===== src/rtl/regfile_pkg.sv =====
// Shared definitions for the decode-stage register file: default geometry and
// the address predicates used by both the storage and the scoreboard logic.
package regfile_pkg;

    localparam int DEF_XLEN  = 32;
    localparam int DEF_NREGS = 32;

    // Address fields are AW bits wide but NREGS need not be a power of two,
    // so the top of the address space may not map to a real register.
    function automatic logic addr_valid(input int unsigned addr, input int unsigned nregs);
        return addr < nregs;
    endfunction

    function automatic logic is_zero_reg(input int unsigned addr, input logic zero_reg);
        return zero_reg && (addr == 0);
    endfunction

endpackage


===== src/rtl/regfile_sb.sv =====
// Multi-read-port integer register file with a pending-write scoreboard.
// Operands are read combinationally; the scoreboard flags registers whose producer has issued but not written back.
module regfile_sb
    import regfile_pkg::*;
#(
    parameter int XLEN     = DEF_XLEN,
    parameter int NREGS    = DEF_NREGS,
    parameter int NREAD    = 2,
    parameter int ZERO_REG = 1,
    parameter int BYPASS   = 1,
    localparam int AW      = $clog2(NREGS)
) (
    input  logic                  clk,
    input  logic                  rst_n,
    input  logic                  we3,
    input  logic [AW-1:0]         wa3,
    input  logic [XLEN-1:0]       wd3,
    input  logic [NREAD*AW-1:0]   ra,
    output logic [NREAD*XLEN-1:0] rd,
    input  logic                  alloc_en,
    input  logic [AW-1:0]         alloc_a,
    output logic [NREAD-1:0]      rbusy,
    output logic                  any_pending
);

    localparam logic HAS_ZERO = (ZERO_REG != 0);
    localparam logic HAS_BYP  = (BYPASS != 0);

    logic [XLEN-1:0]  regs [NREGS];
    logic [NREGS-1:0] pending;

    logic wr_ok;
    logic alloc_ok;

    assign wr_ok    = we3 && addr_valid(32'(wa3), NREGS) && !is_zero_reg(32'(wa3), HAS_ZERO);
    assign alloc_ok = alloc_en && addr_valid(32'(alloc_a), NREGS)
                      && !is_zero_reg(32'(alloc_a), HAS_ZERO);

    // NOTE: the array is flop-based and cleared by the async reset so reads
    // return zero immediately; this deliberately prevents RAM-macro inference.
    always_ff @(posedge clk or negedge rst_n) begin
        if (!rst_n) begin
            for (int i = 0; i < NREGS; i++) begin
                regs[i] <= '0;
            end
        end else if (wr_ok) begin
            regs[wa3] <= wd3;
        end
    end

    // Alloc is applied after the write clear so a same-cycle producer wins.
    always_ff @(posedge clk or negedge rst_n) begin
        if (!rst_n) begin
            pending <= '0;
        end else begin
            if (wr_ok) begin
                pending[wa3] <= 1'b0;
            end
            if (alloc_ok) begin
                pending[alloc_a] <= 1'b1;
            end
        end
    end

    assign any_pending = |pending;

    for (genvar i = 0; i < NREAD; i++) begin : g_rd
        logic [AW-1:0]   a;
        logic            a_valid;
        logic            a_zero;
        logic            hit;
        logic [XLEN-1:0] data;
        logic            busy;

        assign a       = ra[i*AW +: AW];
        assign a_valid = addr_valid(32'(a), NREGS);
        assign a_zero  = is_zero_reg(32'(a), HAS_ZERO);
        assign hit     = HAS_BYP && we3 && (wa3 == a);

        always_comb begin
            data = '0;
            busy = 1'b0;
            if (a_valid && !a_zero) begin
                data = hit ? wd3 : regs[a];
                busy = pending[a] && !hit;
            end
        end

        assign rd[i*XLEN +: XLEN] = data;
        assign rbusy[i]           = busy;
    end

endmodule


===== config.mk =====
export PLATFORM = sky130hd
export DESIGN_NAME = regfile_sb
export DESIGN_NICKNAME = d
export VERILOG_FILES = /design/src/rtl/regfile_pkg.sv /design/src/rtl/regfile_sb.sv
export SDC_FILE = /design/constraint.sdc
export NUM_CORES = 2
export LEC_CHECK = 0
export CAP_MARGIN = 20
export CORE_UTILIZATION = 45
export CTS_BUF_LIST = sky130_fd_sc_hd__clkbuf_8
export CTS_CLUSTER_DIAMETER = 50
export DETAILED_ROUTE_END_ITERATION = 8
export PLACE_DENSITY = 0.66
export SYNTH_ARGS = -nofsm -noshare
export SYNTH_HDL_FRONTEND = slang
export SYNTH_SLANG_ARGS = --single-unit

===== constraint.sdc =====
create_clock -name clk -period 3.95 [get_ports clk]
set_clock_uncertainty 0.05 [all_clocks]
set_input_delay 0.79 -clock clk [delete_from_list [all_inputs] [get_ports clk]]
set_output_delay 0.79 -clock clk [all_outputs]
set_load 0.02 [all_outputs]

==> results.cfg <==
[outcome]
status = completed

[cts]
clock_path_buffers = 3
cts_buffers = 178
numClockSinks = 1056
cts_tree = yes
clk_latency_ns = 0.88
cts_root_buf = clkbuf_8
htreeDepth = 4
clk_pin_slew_worst_paths_ns = 0.06

[critical_path]
cp_top_family = buffers and inverters
critical_path_class = primary input to output port
startpoint_type = primary input
cp_slowest_cell = mux4_2
worstPathCellList = buf_8 -> buf_12 -> buf_12 -> buf_6 -> mux4_2 -> a22oi_1 -> nand2_1 -> a32o_1 -> buf_4
critPathMaxFanout = 14
worst_ep_required_time_ns = 3.11
worst_setup_path_end_kind = output port
crit_buf_inv = 5
cp.arrival_ns = 3.10
max_stage_delay_ns = 0.51
cp_common_cell = buf_12

[sta]
timing.hold.ws_ns = 0.346
timing.slew.headroom_pct = 25.6
rsz0062_at_grt = no
worst_slack_ns = 0.00952
max_freq_mhz = 254
setup_viol = 0
finalHoldViolCount = 0
fin_crit_ns = 3.94
slew_violations = 0
tightest_slew_ns = 1.12
period_share_pct = 99.8

[drt]
drtIter0Drc = 4912
routed-wl-met2_um = 86900
wl_met1_um = 81900
drt-wirelength-per-cell_um = 32.6
drc_errors = 0
met3_length_um = 19900
ant_nets = 0
vias_per_cell = 6.71
top_layer = met4
wirelength_um = 197000
dr_total_vias = 40500
first_pass_iters = 5

[synth]
synth_edf_count = 0
synth_top_area_share_pct = 46.6
ys_async_sr_fraction_pct = 100
ys_seq_elements = 1056
synth_top_area_cell = dfrtp_1
ys_types = 58
syn_avg_cell_area_um2 = 14.3
yosysSeqAreaShare_pct = 46.6
synth_area_mm2 = 0.0567
synthFlopType = dfrtp_1
synthesis.nets = 4017
yosysWarnings = 0
ys_top_cells_by_area = dfrtp_1 (47%), mux2_2 (20%), mux4_2 (16%), mux2i_1 (4.6%), clkbuf_1 (1.6%)
synth_cells = 3961

[placed_design]
place_congestion = 0.871
hpwl_um = 119000
place_ws_ns = -0.788
placed_cell_area_mm2 = 0.0627
io_buffer_count = 122

[global_routing]
track_usage_pct = 31.0
grt_max_degree = 133
grt_overflow = 0
grt_pass1_wl_um = 286000
antenna_found_initial = 2
grt_pass1_vias = 40600

[floorplan]
die_h_um = 357
rows = 129
die_w_um = 357
ios = 123
die_area_mm2 = 0.128
coreArea_mm2 = 0.124
initial_utilization_pct = 45.6

[power_and_ir_drop]
power.density_mw_per_mm2 = 476
leakagePower_nw = 29.7
power.total_mw = 31.9
ir_worst_vdd_mv = 0.265

[cells_and_area]
layout-drive-gt1-share_pct = 50.9
design_area_mm2 = 0.0669
nNetsFinal = 4303
syn_to_final_growth_pct = 17.9

[worst_hold_path]
min_path_type = register to register

[job]
max_cap_violations = 0
==> layout make-up <==
type,count,area [µm²]
clock inverter,84,415
antenna,3,7.51
clock buffer,243,3340
timing repair buffer,564,6160
fill,10100,57500
multi-input combinational,2428,28400
sequential,1056,26400
tap,1637,2050
inverter,19,71.3
==> final timing paths <==
| check | start | to | slack, ns | cells past startpoint |
|---|---|---|---|---|
| max in group asynchronous | rst_n | regs[216]$_DFFE_PN0P_ | 2.26 | 3 |
| min | regs[1011]$_DFFE_PN0P_ | regs[1011]$_DFFE_PN0P_ | 0.35 | 0 |
| min reg2reg | regs[1011]$_DFFE_PN0P_ | regs[1011]$_DFFE_PN0P_ | 0.35 | 0 |
| max | ra[5] | rd[35] | 0.01 | 9 |
| min in group asynchronous | rst_n | regs[85]$_DFFE_PN0P_ | 0.41 | 2 |
| max reg2reg | regs[789]$_DFFE_PN0P_ | regs[789]$_DFFE_PN0P_ | 3.09 | 1 |
==> flip-flops by register name (all words and copies together), names as in the netlist <==
| signal | cells |
|---|---|
| pending | 32 |
| regs | 1024 |
==> cells in the mapped netlist (37+ instances only) <==
cell type  number
o22ai_1        73
buf_2         128
a211oi_1       54
mux2_2        995
a22oi_1        79
a21oi_1        58
clkbuf_1      236
dfrtp_1      1056
nor2_1         37
nand2_1       118
mux4_2        410
mux2i_1       261
a32o_1         39
a221oi_1       43
buf_1          38
==> metal layers <==
metal,track usage [%],vias to the layer above
met5,0,-
met1,44.7,21700
met4,11.8,0
met2,45.5,2391
li1,-,16000
met3,7.02,483
==> per-stage QoR <==
step | TNS, ns | util, % | instances
6_report | 0 | 53.8 | 6034
5_1_grt | 0 | 53.8 | 6033
4_1_cts | 0 | 53.6 | 6026
3_5_place_dp | -28.36 | 50.4 | 5688
3_3_place_gp | -28.45 | 50.4 | 5688
2_1_floorplan | 0 | - | 3961
==> cells in the final DEF (no fill, tap or decap), types with 9 or more instances in the layout <==
| cell | count |
|---|---|
| inv_1 | 75 |
| clkbuf_8 | 243 |
| clkdlybuf4s15_1 | 10 |
| nand2_1 | 102 |
| buf_4 | 320 |
| o21ai_0 | 30 |
| o22ai_1 | 73 |
| nor4_1 | 12 |
| clkinv_2 | 13 |
| mux4_2 | 410 |
| o221ai_1 | 32 |
| dlygate4sd2_1 | 29 |
| a22oi_1 | 78 |
| buf_12 | 118 |
| clkdlybuf4s50_1 | 40 |
| nor2b_1 | 9 |
| nand3_1 | 11 |
| a211oi_1 | 46 |
| a22o_1 | 10 |
| a32o_1 | 35 |
| mux2i_1 | 261 |
| mux2_2 | 995 |
| clkdlybuf4s15_2 | 12 |
| a21oi_1 | 55 |
| buf_6 | 22 |
| a221o_1 | 29 |
| a221oi_1 | 41 |
| dfrtp_1 | 1056 |
| nor2_4 | 9 |
| nand2_4 | 11 |
| nor2_1 | 28 |
| nor3_1 | 20 |
==> cell families after synthesis <==
logic type                count (synthesis)  share of synthesized area (%)
DFF                                    1056                           46.6
buffers and inverters                   477                           4.03
and+or+nand+nor                         273                           2.34
muxes                                  1666                           40.6
AOI/OAI and AO/OA                       479                           6.28
xor gates and xnor gates                 10                          0.154
==> power by group <==
group | internal (mW) | switching [mW]
Sequential | 12.9 | 1.57
Clock | 5.53 | 4.70
Combinational | 4.11 | 3.06
==> repair_timing <==
action | in CTS | in global routing
hold buffers | 1 | 0
gates resized for setup | 125 | 17
pin swaps | 10 | 3
gates cloned | 1 | 2
buffers inserted | 10 | 3
setup endpoints to repair | 65 | 11
hold endpoints to repair | 37 | 0
(Power assumes the default switching activity.)
